## src/rtl/mem_wb_stage_pkg.sv

```systemverilog
// Shared MEM/WB definitions: writeback select codes, load funct3 codes
// and the load-wait FSM encoding.
package mem_wb_stage_pkg;

    localparam logic [1:0] WB_DMEM = 2'd0;
    localparam logic [1:0] WB_ALU  = 2'd1;
    localparam logic [1:0] WB_PC4  = 2'd2;

    localparam logic [2:0] F3_LB  = 3'b000;
    localparam logic [2:0] F3_LH  = 3'b001;
    localparam logic [2:0] F3_LW  = 3'b010;
    localparam logic [2:0] F3_LBU = 3'b100;
    localparam logic [2:0] F3_LHU = 3'b101;

    typedef enum logic {
        ST_IDLE      = 1'b0,
        ST_WAIT_LOAD = 1'b1
    } state_t;

endpackage

```

## src/rtl/mem_wb_stage_if.sv

```systemverilog
// MEM-side bundle, data-memory response and WB-side outputs of the
// MEM/WB pipeline register.
interface mem_wb_stage_if;

    logic        M_valid;
    logic        M_is_load;
    logic        M_reg_wen;
    logic [4:0]  M_rd;
    logic [1:0]  M_WBSel;
    logic [2:0]  M_funct3;
    logic [31:0] M_PC;
    logic [31:0] M_ALU_out;
    logic        M_csr_reg_en;
    logic [31:0] M_csr_rresult;
    logic [31:0] M_csr_data;
    logic [11:0] M_csr_addr;
    logic        flush;
    logic        dmem_rvalid;
    logic [31:0] dmem_rdata;

    logic        mem_stall;
    logic        load_fault;
    logic        WB_write_enable;
    logic [4:0]  WB_rd;
    logic [1:0]  WB_WBSel;
    logic [31:0] WB_PC;
    logic [31:0] WB_ALU_out;
    logic [31:0] WB_dmem_out;
    logic        WB_csr_reg_en;
    logic [31:0] WB_csr_rresult;
    logic [31:0] WB_csr_data_to_wb;
    logic [31:0] WB_csr_addr_to_wb;

    modport master (
        output M_valid, M_is_load, M_reg_wen, M_rd, M_WBSel, M_funct3, M_PC,
               M_ALU_out, M_csr_reg_en, M_csr_rresult, M_csr_data, M_csr_addr,
               flush, dmem_rvalid, dmem_rdata,
        input  mem_stall, load_fault, WB_write_enable, WB_rd, WB_WBSel, WB_PC,
               WB_ALU_out, WB_dmem_out, WB_csr_reg_en, WB_csr_rresult,
               WB_csr_data_to_wb, WB_csr_addr_to_wb
    );

    modport slave (
        input  M_valid, M_is_load, M_reg_wen, M_rd, M_WBSel, M_funct3, M_PC,
               M_ALU_out, M_csr_reg_en, M_csr_rresult, M_csr_data, M_csr_addr,
               flush, dmem_rvalid, dmem_rdata,
        output mem_stall, load_fault, WB_write_enable, WB_rd, WB_WBSel, WB_PC,
               WB_ALU_out, WB_dmem_out, WB_csr_reg_en, WB_csr_rresult,
               WB_csr_data_to_wb, WB_csr_addr_to_wb
    );

endinterface

```

## src/rtl/mem_wb_stage_load_align.sv

```systemverilog
// Picks the addressed byte/half out of a raw memory word and sign- or
// zero-extends it according to the load funct3.
module mem_wb_stage_load_align
    import mem_wb_stage_pkg::*;
(
    input  logic [2:0]  i_funct3,
    input  logic [1:0]  i_off,
    input  logic [31:0] i_rdata,
    output logic [31:0] o_data
);

    logic signed [7:0]  w_byte;
    logic signed [15:0] w_half;

    function automatic logic [31:0] sext8(input logic signed [7:0] v);
        logic signed [31:0] ext;
        ext = v;
        return ext;
    endfunction

    function automatic logic [31:0] sext16(input logic signed [15:0] v);
        logic signed [31:0] ext;
        ext = v;
        return ext;
    endfunction

    always_comb begin
        w_byte = i_rdata[{i_off, 3'b000} +: 8];
        // Halfword loads ignore off[0]: no misalignment trap exists.
        w_half = i_off[1] ? i_rdata[31:16] : i_rdata[15:0];
        case (i_funct3)
            F3_LB:   o_data = sext8(w_byte);
            F3_LBU:  o_data = {24'd0, w_byte};
            F3_LH:   o_data = sext16(w_half);
            F3_LHU:  o_data = {16'd0, w_half};
            F3_LW:   o_data = i_rdata;
            default: o_data = i_rdata;
        endcase
    end

endmodule

```

## src/rtl/mem_wb_stage.sv

```systemverilog
// MEM/WB pipeline register: captures the MEM bundle, aligns load data and
// stalls upstream while a data-memory response is outstanding.
module mem_wb_stage
    import mem_wb_stage_pkg::*;
#(
    parameter int LOAD_TIMEOUT = 16,
    parameter int CNT_W        = 5
) (
    input  logic          clk,
    input  logic          rst,
    mem_wb_stage_if.slave bus
);

    state_t           r_state;
    state_t           w_state_nxt;
    logic [CNT_W-1:0] r_cnt;
    logic [CNT_W-1:0] w_cnt_nxt;
    logic             r_kill;
    logic             w_kill_nxt;

    logic        w_miss;
    logic        w_timeout;
    logic        w_stall;
    logic        w_capture;
    logic        w_fault;
    logic [31:0] w_aligned;

    logic        r_we;
    logic        r_csr_en;
    logic        r_fault;
    logic [4:0]  r_rd;
    logic [1:0]  r_wbsel;
    logic [31:0] r_pc;
    logic [31:0] r_alu;
    logic [31:0] r_dmem;
    logic [31:0] r_csr_rres;
    logic [31:0] r_csr_data;
    logic [11:0] r_csr_addr;

    assign w_miss    = bus.M_valid && bus.M_is_load && !bus.dmem_rvalid;
    assign w_timeout = (r_cnt == CNT_W'(LOAD_TIMEOUT));

    mem_wb_stage_load_align u_align (
        .i_funct3 (bus.M_funct3),
        .i_off    (bus.M_ALU_out[1:0]),
        .i_rdata  (bus.dmem_rdata),
        .o_data   (w_aligned)
    );

    always_ff @(posedge clk) begin
        if (rst) begin
            r_state <= ST_IDLE;
            r_cnt   <= '0;
            r_kill  <= 1'b0;
        end else begin
            r_state <= w_state_nxt;
            r_cnt   <= w_cnt_nxt;
            r_kill  <= w_kill_nxt;
        end
    end

    // A flushed load still waits for its response so that a late rvalid
    // is consumed here instead of being credited to the next load.
    always_comb begin
        w_state_nxt = r_state;
        w_cnt_nxt   = r_cnt;
        w_kill_nxt  = r_kill;
        case (r_state)
            ST_IDLE: begin
                if (w_miss) begin
                    w_state_nxt = ST_WAIT_LOAD;
                    w_cnt_nxt   = CNT_W'(1);
                    w_kill_nxt  = bus.flush;
                end
            end
            ST_WAIT_LOAD: begin
                if (bus.dmem_rvalid || w_timeout) begin
                    w_state_nxt = ST_IDLE;
                    w_cnt_nxt   = '0;
                    w_kill_nxt  = 1'b0;
                end else begin
                    w_cnt_nxt   = r_cnt + 1'b1;
                    w_kill_nxt  = r_kill || bus.flush;
                end
            end
            default: w_state_nxt = ST_IDLE;
        endcase
    end

    always_comb begin
        w_stall   = 1'b0;
        w_capture = 1'b0;
        w_fault   = 1'b0;
        case (r_state)
            ST_IDLE: begin
                w_stall   = w_miss;
                w_capture = bus.M_valid && !bus.flush &&
                            (!bus.M_is_load || bus.dmem_rvalid);
            end
            ST_WAIT_LOAD: begin
                // A response arriving in the timeout cycle still wins.
                w_stall   = !bus.dmem_rvalid && !w_timeout;
                w_capture = bus.dmem_rvalid && !r_kill && !bus.flush;
                w_fault   = !bus.dmem_rvalid && w_timeout;
            end
            default: ;
        endcase
    end

    always_ff @(posedge clk) begin
        if (rst) begin
            r_we       <= 1'b0;
            r_csr_en   <= 1'b0;
            r_fault    <= 1'b0;
            r_rd       <= '0;
            r_wbsel    <= '0;
            r_pc       <= '0;
            r_alu      <= '0;
            r_dmem     <= '0;
            r_csr_rres <= '0;
            r_csr_data <= '0;
            r_csr_addr <= '0;
        end else begin
            r_we     <= w_capture && bus.M_reg_wen && (bus.M_rd != 5'd0);
            r_csr_en <= w_capture && bus.M_csr_reg_en;
            r_fault  <= w_fault;
            if (w_capture) begin
                r_rd       <= bus.M_rd;
                r_wbsel    <= bus.M_WBSel;
                r_pc       <= bus.M_PC;
                r_alu      <= bus.M_ALU_out;
                r_dmem     <= w_aligned;
                r_csr_rres <= bus.M_csr_rresult;
                r_csr_data <= bus.M_csr_data;
                r_csr_addr <= bus.M_csr_addr;
            end
        end
    end

    assign bus.mem_stall         = w_stall;
    assign bus.load_fault        = r_fault;
    assign bus.WB_write_enable   = r_we;
    assign bus.WB_rd             = r_rd;
    assign bus.WB_WBSel          = r_wbsel;
    assign bus.WB_PC             = r_pc;
    assign bus.WB_ALU_out        = r_alu;
    assign bus.WB_dmem_out       = r_dmem;
    assign bus.WB_csr_reg_en     = r_csr_en;
    assign bus.WB_csr_rresult    = r_csr_rres;
    assign bus.WB_csr_data_to_wb = r_csr_data;
    assign bus.WB_csr_addr_to_wb = {20'd0, r_csr_addr};

endmodule

```

## src/flat_wrapper.sv

```systemverilog
// flat-port wrapper written by rule: the top's interface ports become plain ports
module mem_wb_stage_flat import mem_wb_stage_pkg::*;
#(
    parameter int LOAD_TIMEOUT = 16,
    parameter int CNT_W        = 5
)
  (clk, rst, bus_M_valid, bus_M_is_load, bus_M_reg_wen, bus_M_rd, bus_M_WBSel, bus_M_funct3, bus_M_PC, bus_M_ALU_out, bus_M_csr_reg_en, bus_M_csr_rresult, bus_M_csr_data, bus_M_csr_addr, bus_flush, bus_dmem_rvalid, bus_dmem_rdata, bus_mem_stall, bus_load_fault, bus_WB_write_enable, bus_WB_rd, bus_WB_WBSel, bus_WB_PC, bus_WB_ALU_out, bus_WB_dmem_out, bus_WB_csr_reg_en, bus_WB_csr_rresult, bus_WB_csr_data_to_wb, bus_WB_csr_addr_to_wb);
  mem_wb_stage_if bus_i ();
  input  logic clk;
  input  logic rst;
  input wire logic [$bits(bus_i.M_valid)-1:0] bus_M_valid;
  input wire logic [$bits(bus_i.M_is_load)-1:0] bus_M_is_load;
  input wire logic [$bits(bus_i.M_reg_wen)-1:0] bus_M_reg_wen;
  input wire logic [$bits(bus_i.M_rd)-1:0] bus_M_rd;
  input wire logic [$bits(bus_i.M_WBSel)-1:0] bus_M_WBSel;
  input wire logic [$bits(bus_i.M_funct3)-1:0] bus_M_funct3;
  input wire logic [$bits(bus_i.M_PC)-1:0] bus_M_PC;
  input wire logic [$bits(bus_i.M_ALU_out)-1:0] bus_M_ALU_out;
  input wire logic [$bits(bus_i.M_csr_reg_en)-1:0] bus_M_csr_reg_en;
  input wire logic [$bits(bus_i.M_csr_rresult)-1:0] bus_M_csr_rresult;
  input wire logic [$bits(bus_i.M_csr_data)-1:0] bus_M_csr_data;
  input wire logic [$bits(bus_i.M_csr_addr)-1:0] bus_M_csr_addr;
  input wire logic [$bits(bus_i.flush)-1:0] bus_flush;
  input wire logic [$bits(bus_i.dmem_rvalid)-1:0] bus_dmem_rvalid;
  input wire logic [$bits(bus_i.dmem_rdata)-1:0] bus_dmem_rdata;
  output wire logic [$bits(bus_i.mem_stall)-1:0] bus_mem_stall;
  output wire logic [$bits(bus_i.load_fault)-1:0] bus_load_fault;
  output wire logic [$bits(bus_i.WB_write_enable)-1:0] bus_WB_write_enable;
  output wire logic [$bits(bus_i.WB_rd)-1:0] bus_WB_rd;
  output wire logic [$bits(bus_i.WB_WBSel)-1:0] bus_WB_WBSel;
  output wire logic [$bits(bus_i.WB_PC)-1:0] bus_WB_PC;
  output wire logic [$bits(bus_i.WB_ALU_out)-1:0] bus_WB_ALU_out;
  output wire logic [$bits(bus_i.WB_dmem_out)-1:0] bus_WB_dmem_out;
  output wire logic [$bits(bus_i.WB_csr_reg_en)-1:0] bus_WB_csr_reg_en;
  output wire logic [$bits(bus_i.WB_csr_rresult)-1:0] bus_WB_csr_rresult;
  output wire logic [$bits(bus_i.WB_csr_data_to_wb)-1:0] bus_WB_csr_data_to_wb;
  output wire logic [$bits(bus_i.WB_csr_addr_to_wb)-1:0] bus_WB_csr_addr_to_wb;
  assign bus_i.M_valid = bus_M_valid;
  assign bus_i.M_is_load = bus_M_is_load;
  assign bus_i.M_reg_wen = bus_M_reg_wen;
  assign bus_i.M_rd = bus_M_rd;
  assign bus_i.M_WBSel = bus_M_WBSel;
  assign bus_i.M_funct3 = bus_M_funct3;
  assign bus_i.M_PC = bus_M_PC;
  assign bus_i.M_ALU_out = bus_M_ALU_out;
  assign bus_i.M_csr_reg_en = bus_M_csr_reg_en;
  assign bus_i.M_csr_rresult = bus_M_csr_rresult;
  assign bus_i.M_csr_data = bus_M_csr_data;
  assign bus_i.M_csr_addr = bus_M_csr_addr;
  assign bus_i.flush = bus_flush;
  assign bus_i.dmem_rvalid = bus_dmem_rvalid;
  assign bus_i.dmem_rdata = bus_dmem_rdata;
  assign bus_mem_stall = bus_i.mem_stall;
  assign bus_load_fault = bus_i.load_fault;
  assign bus_WB_write_enable = bus_i.WB_write_enable;
  assign bus_WB_rd = bus_i.WB_rd;
  assign bus_WB_WBSel = bus_i.WB_WBSel;
  assign bus_WB_PC = bus_i.WB_PC;
  assign bus_WB_ALU_out = bus_i.WB_ALU_out;
  assign bus_WB_dmem_out = bus_i.WB_dmem_out;
  assign bus_WB_csr_reg_en = bus_i.WB_csr_reg_en;
  assign bus_WB_csr_rresult = bus_i.WB_csr_rresult;
  assign bus_WB_csr_data_to_wb = bus_i.WB_csr_data_to_wb;
  assign bus_WB_csr_addr_to_wb = bus_i.WB_csr_addr_to_wb;
  mem_wb_stage #(.LOAD_TIMEOUT(LOAD_TIMEOUT), .CNT_W(CNT_W)) u_core (.clk(clk), .rst(rst), .bus(bus_i));
endmodule
```

## config.mk

```make
export PLATFORM = sky130hd
export DESIGN_NAME = mem_wb_stage_flat
export DESIGN_NICKNAME = d
export VERILOG_FILES = /design/src/rtl/mem_wb_stage_pkg.sv /design/src/rtl/mem_wb_stage_if.sv /design/src/rtl/mem_wb_stage_load_align.sv /design/src/rtl/mem_wb_stage.sv /design/src/flat_wrapper.sv
export SDC_FILE = /design/constraint.sdc
export NUM_CORES = 1
export LEC_CHECK = 0
export BUFFER_PORTS_ARGS = -buffer_cell sky130_fd_sc_hd__buf_4
export CORE_AREA = 4 4 151 153
export DETAILED_ROUTE_END_ITERATION = 7
export DIE_AREA = 0 0 155 157
export PLACE_DENSITY = 0.7
export SLEW_MARGIN = 20
export SYNTH_ARGS = -nofsm -noshare
export SYNTH_HDL_FRONTEND = slang
export SYNTH_HIERARCHICAL = 1
export SYNTH_SLANG_ARGS = --single-unit
```

## constraint.sdc

```tcl
create_clock -name clk -period 2.4 [get_ports clk]
set_clock_uncertainty 0.05 [all_clocks]
set_input_delay 0.48 -clock clk [delete_from_list [all_inputs] [get_ports clk]]
set_output_delay 0.48 -clock clk [all_outputs]
set_load 0.005 [all_outputs]
```

==> impl_metrics.csv, run 1 <==
group,metric,value,unit
worst_setup_path,crit_slowest_cell,"dfxtp_1",
clock_tree,clock_latency,0.42,ns
flow_run,max_cap_violations,0,
worst_setup_path,cp-start-kind,"flip-flop",
global_route,grt_start_max_net_pins,71,
timing,slew_violations,0,
global_route,grt_pass1_vias,7454,
place,place_ws,0.3124,ns
clock_tree,root_buffer,"clkbuf_16",
worst_setup_path,max_stage_delay,0.42,ns
clock_tree,clk_pin_slew,0.07,ns
route,vias,7631,
worst_setup_path,criticalPathCategory,"flip-flop to primary output",
logic_synthesis,yosys_warnings,6,
timing,timing.final.ws_setup,0.2720,ns
logic_synthesis,netlist_top_cells_count,"364 x nand2_1, 189 x dfxtp_1, 185 x mux2i_1",
logic_synthesis,yosysSeqAreaShare,44.11,%
clock_tree,clock_sinks,189,
worst_hold_path,hold_class,"input pin to flip-flop",
power,finalPower,7.530,mW
logic_synthesis,synthDistinctLibCells,47,
power,p_per_area,619.3,nW/µm²
logic_synthesis,ys.flop_type,"dfxtp_1",
place,gp_congestion,0.8482,
clock_tree,clock_path_buffers,2,
logic_synthesis,synth_area,8577,µm²
timing,final.min_clock_period,2.128,ns
route,first_pass_iters,5,
die,initial_core_util,39.79,%
logic_synthesis,synth_top_area_share,44.11,%
clock_tree,cts_tree,"yes",
finish,ff_latch_area,3784,µm²
timing,period_share,88.66,%
route,wl_per_cell,16.67,µm
clock_tree,cts_max_level,4,
finish,drive_gt1_share,34.79,%
finish,finalNonFillerCells,1589,
place,hpwl,20510,µm
status,status,"finished, final reports clean",
timing,rsz0062_at_grt,"false",
global_route,grt_pass1_wl,39960,µm
clock_tree,ctsHoldBuffers,0,
timing,setup_viol_count_final,0,
worst_setup_path,cpMostUsedCell,"buf_4",
timing,hold_ws,0.2435,ns
finish,multiInputGateArea,4283,µm²
worst_setup_path,endpoint_kind,"primary output",
logic_synthesis,avgSynthCellArea,9.009,µm²
finish,fillCellCount,2027,
die,die_y,157,µm
worst_setup_path,cp.required,1.87,ns
global_route,antenna_found_initial,1,
global_route,overflow,0,
die,die_w,155,µm
worst_setup_path,crit_arrival,1.60,ns
route,avgViaCountPerCell,4.802,
logic_synthesis,synth_edf_count,0,
die,die_area,24340,µm²
power,leakage,5.535,nW
place,io_buffers,372,
logic_synthesis,yosysMostFrequentCell,"nand2_1",
die,design.core.area,21550,µm²
clock_tree,cts_inserted_buffers,17,
timing,fin_setup_tns,0,ns
die,pin_count,393,
route,wl,26480,µm
global_route,track_usage,20.43,%
place,dp_cells,1556,
power,peakVddDrop,0.3621,mV
route,drt_iter0_markers,308,
clock_tree,cts_resized,0,
die,rows,54,
route,ant_nets,0,
finish,syn_to_final_growth,41.78,%
clock_tree,cts_setup_buffers,0,
worst_setup_path,crit_chain,"nor2b_1 -> buf_4 -> a2bb2oi_1 -> inv_1 -> buf_4",
worst_setup_path,worst-path-max-fanout,13,
logic_synthesis,synthArstFlopShare,0,%
logic_synthesis,ys_seq_elements,189,
route,drc,0,
finish,final_nets,1487,
logic_synthesis,synthTopCellsByArea,"dfxtp_1 44%, mux2i_1 22%, nand2_1 16%",
timing,fmax,469.9,MHz
logic_synthesis,synthCells,952,
timing,hold_viol_final,0,
logic_synthesis,yosysTopAreaCell,"dfxtp_1",
-- flip-flops by register name, indices dropped and copies added (netlist names), 2 cells and up --
name,cells
u_core/bus.WB_WBSel,2
u_core/bus.WB_dmem_out,32
u_core/bus.WB_PC,32
u_core/r_cnt,5
u_core/bus.WB_ALU_out,32
u_core/bus.WB_rd,5
u_core/r_csr_addr,12
u_core/bus.WB_csr_data_to_wb,32
u_core/bus.WB_csr_rresult,32
-- layout by cell type (no fill, tap or decap), types with 2 or more instances in the layout --
cell,synthesis,layout
a211oi_1,2,2
a21oi_1,9,9
a221o_1,6,6
a22o_1,2,2
a2bb2oi_1,7,7
a2bb2oi_2,14,14
a31oi_1,3,2
and3_1,3,3
buf_12,0,11
buf_4,33,387
clkbuf_16,0,17
clkinv_4,0,3
conb_1,1,20
dfxtp_1,189,189
ha_1,2,2
inv_1,5,5
inv_6,0,4
inv_8,0,5
mux2_2,4,4
mux2i_1,185,185
nand2_1,364,364
nand2b_1,2,2
nand3_1,7,7
nand3b_1,6,6
nor2_1,5,5
nor2b_1,11,11
nor3_1,2,2
o21a_1,4,4
o221ai_1,5,5
or3_1,2,2
-- through the flow --
step | instance area (µm²) | util (%)
after global routing | 12160 | 56.42
after detailed placement | 11580 | 53.71
after global placement | 11580 | 53.71
after CTS | 12160 | 56.41
final | 12160 | 56.42
after floorplan | 8648 | -
-- per-layer routing --
metal | vias up | share of wire [%] | GRT usage, %
li1 | 3813 | - | -
met1 | 3530 | 39 | 23.70
met2 | 243 | 50 | 35.37
met3 | 45 | 7.7 | 6.681
met4 | 0 | 2.9 | 7.401
met5 | - | 0 | 0
-- critical path, delay by kind of cell, from the launching register on --
kind | cells | cell delay (ns)
flops | 1 | 0.42
buf+inv | 3 | 0.37
simple gates | 1 | 0.18
compound gates | 1 | 0.19
-- final cells by class --
cell class	count	area share [%]
tap	280	2.881
antenna	1	0.02058
sequential	189	31.11
clock inverter	13	1.142
timing repair buffer	398	25.70
inverter	7	0.2778
clock buffer	19	3.642
multi-input combinational	682	35.22
-- power breakdown --
group | total, mW | switching [mW] | internal [mW]
Combinational | 1.32 | 0.593 | 0.725
Clock | 2.80 | 1.38 | 1.43
Sequential | 3.41 | 0.0980 | 3.31
-- cell families (layout without fill, tap and decap cells) --
logic type                 count (synthesis)  after routing  share of synthesized area, %
AOI/OAI and AO/OA                         61             61                         7.017
adders and majority gates                  2              2                        0.2917
buffers and inverters                    100            437                         6.958
DFF                                      189            189                         44.11
muxes                                    190            190                         22.29
other                                      1             21                       0.04372
and+or+nand+nor                          409            409                         19.29
-- path summary, 6_finish.rpt --
kind                                                    start                             to  slack, ns  cells past startpoint
worst max register to register                 u_core/r_state     u_core/bus.WB_dmem_out[23]       0.43                      5
worst max-delay path                           u_core/r_state                  bus_mem_stall       0.27                      5
worst min-delay path                         bus_M_csr_reg_en       u_core/bus.WB_csr_reg_en       0.24                      2
worst min register to register  u_core/bus.WB_csr_rresult[20]  u_core/bus.WB_csr_rresult[20]       0.41                      2
Power figures use the tool's default switching activity.
==> run 2: changes to the inputs <==
--- a/config.mk
+++ b/config.mk
@@ -9,7 +9,7 @@
 export CORE_AREA = 4 4 151 153
 export DETAILED_ROUTE_END_ITERATION = 7
 export DIE_AREA = 0 0 155 157
-export PLACE_DENSITY = 0.7
+export PLACE_DENSITY_LB_ADDON = 0.15
 export SLEW_MARGIN = 20
 export SYNTH_ARGS = -nofsm -noshare
 export SYNTH_HDL_FRONTEND = slang
==> run 2 against run 1 <==
Cell area shrank 0.37%. Critical path depth is the same. Global-route usage fell by 0.55 points. Flip-flop and latch count unchanged. Sequential share of layout area rose by 0.12 points. Cell count is 0.31% lower. Register-to-register slack about the same. Fmax is 1.8% higher. Combinational power about the same. Total power is 1.6% lower. Via count shrank 0.34%. Setup slack gained 0.039 ns.
==> impl_metrics.csv, run 2 (same netlist as run 1, synthesis figures left out) <==
group,metric,value,unit
status,status,"finished, final reports clean",
timing,fmax,478.6,MHz
worst_setup_path,max_stage_delay,0.41,ns
global_route,track_usage,19.88,%
finish,drive_gt1_share,34.59,%
worst_setup_path,cp-start-kind,"flip-flop",
route,ant_nets,0,
global_route,grt_pass1_vias,7286,
power,p_per_area,611.5,nW/µm²
timing,setup_viol_count_final,0,
worst_hold_path,hold_depth,2,
route,avgViaCountPerCell,4.801,
flow_run,max_cap_violations,0,
finish,final_nets,1484,
route,wl,25750,µm
clock_tree,cts_inserted_buffers,17,
finish,mostFrequentLayoutCells,"383 x buf_4, 364 x nand2_1, 189 x dfxtp_1",
place,gp_congestion,0.8388,
place,dpl-instance-area,11570,µm²
global_route,grt_pass1_wl,38990,µm
worst_setup_path,crit_chain,"nor2b_1 -> buf_4 -> a2bb2oi_1 -> inv_1 -> buf_4",
worst_setup_path,cpMostUsedCell,"buf_4",
finish,finish.utilization,56.21,%
clock_tree,clock_latency,0.42,ns
finish,fillCellCount,2016,
clock_tree,cts_setup_buffers,0,
global_route,grt_start_max_net_pins,70,
route,wl_per_cell,16.26,µm
worst_setup_path,worst-path-max-fanout,13,
finish,syn_to_final_growth,41.25,%
clock_tree,root_buffer,"clkbuf_16",
clock_tree,ctsHoldBuffers,0,
die,rows,54,
clock_tree,clk_pin_slew,0.07,ns
worst_setup_path,criticalPathCategory,"flip-flop to primary output",
clock_tree,cts_resized,0,
global_route,overflow,0,
route,first_pass_iters,4,
die,die_area,24340,µm²
timing,final.min_clock_period,2.089,ns
die,design.core.area,21550,µm²
worst_setup_path,crit_slowest_cell,"dfxtp_1",
worst_setup_path,endpoint_kind,"primary output",
worst_setup_path,reg2regPathDepth,5,
power,peakVddDrop,0.4033,mV
timing,hold_viol_final,0,
timing,rsz0062_at_grt,"false",
power,leakage,5.495,nW
finish,final_area,12120,µm²
finish,finalNonFillerCells,1584,
route,vias,7605,
timing,period_share,87.05,%
worst_setup_path,crit_arrival,1.56,ns
clock_tree,clock_path_buffers,2,
die,initial_core_util,39.79,%
worst_setup_path,cp.required,1.87,ns
place,hpwl,19560,µm
finish,antenna_cells,0,
worst_setup_path,reg2reg_slack,0.43,ns
clock_tree,cts_tree,"yes",
route,drt_iter0_markers,342,
die,die_w,155,µm
global_route,antenna_found_initial,0,
place,io_buffers,372,
place,dp_cells,1553,
die,pin_count,393,
timing,hold_ws,0.2293,ns
route,drc,0,
finish,final_common_cell,"buf_4",
worst_hold_path,hold_class,"input pin to flip-flop",
clock_tree,clock_sinks,189,
timing,fin_setup_tns,0,ns
clock_tree,cts_max_level,4,
timing,slew_violations,0,
die,die_y,157,µm
-- run 2: per-stage QoR --
stage          setup slack, ns  power [mW]
2_1_floorplan           0.6879       4.137
3_3_place_gp            0.3549       4.794
3_5_place_dp            0.3152       4.810
4_1_cts                 0.2980       7.500
5_1_grt                 0.1787       7.749
6_report                0.3107       7.408
-- run 2: report_power, final --
group | switching [mW] | total, mW | internal [mW]
clock | 1.30 | 2.68 | 1.38
combinational | 0.596 | 1.32 | 0.724
sequential | 0.0969 | 3.41 | 3.31
-- run 2: metal layers --
metal / vias up / track usage [%] / wire length [µm]
li1: 3806 / - / -
met1: 3500 / 24.56 / 10660
met2: 256 / 33.36 / 12760
met3: 43 / 5.252 / 1581
met4: 0 / 7.569 / 745
met5: - / 0 / 0
-- run 2: cell type report --
type | count | area [µm²] | share of cell area, %
Tap cell | 280 | 350.3 | 2.892
Multi-Input combinational cell | 682 | 4283 | 35.35
Timing Repair Buffer | 395 | 3115 | 25.72
Clock buffer | 19 | 442.9 | 3.656
Inverter | 7 | 33.78 | 0.2788
Sequential cell | 189 | 3784 | 31.23
Clock inverter | 12 | 106.4 | 0.8778
-- run 2: worst max-delay path: cells and delay by family, from the launching register on --
family / cells / cell delay, ns
buf+inv: 3 / 0.36
simple gates: 1 / 0.18
compound gates: 1 / 0.19
flops: 1 / 0.41
-- run 2: worst paths after layout --
check | end | start
max | bus_mem_stall | u_core/r_state
min | u_core/bus.WB_csr_reg_en | bus_M_csr_reg_en
max reg2reg | u_core/bus.WB_csr_rresult[2] | u_core/r_state
min reg2reg | u_core/bus.WB_csr_rresult[26] | u_core/bus.WB_csr_rresult[26]
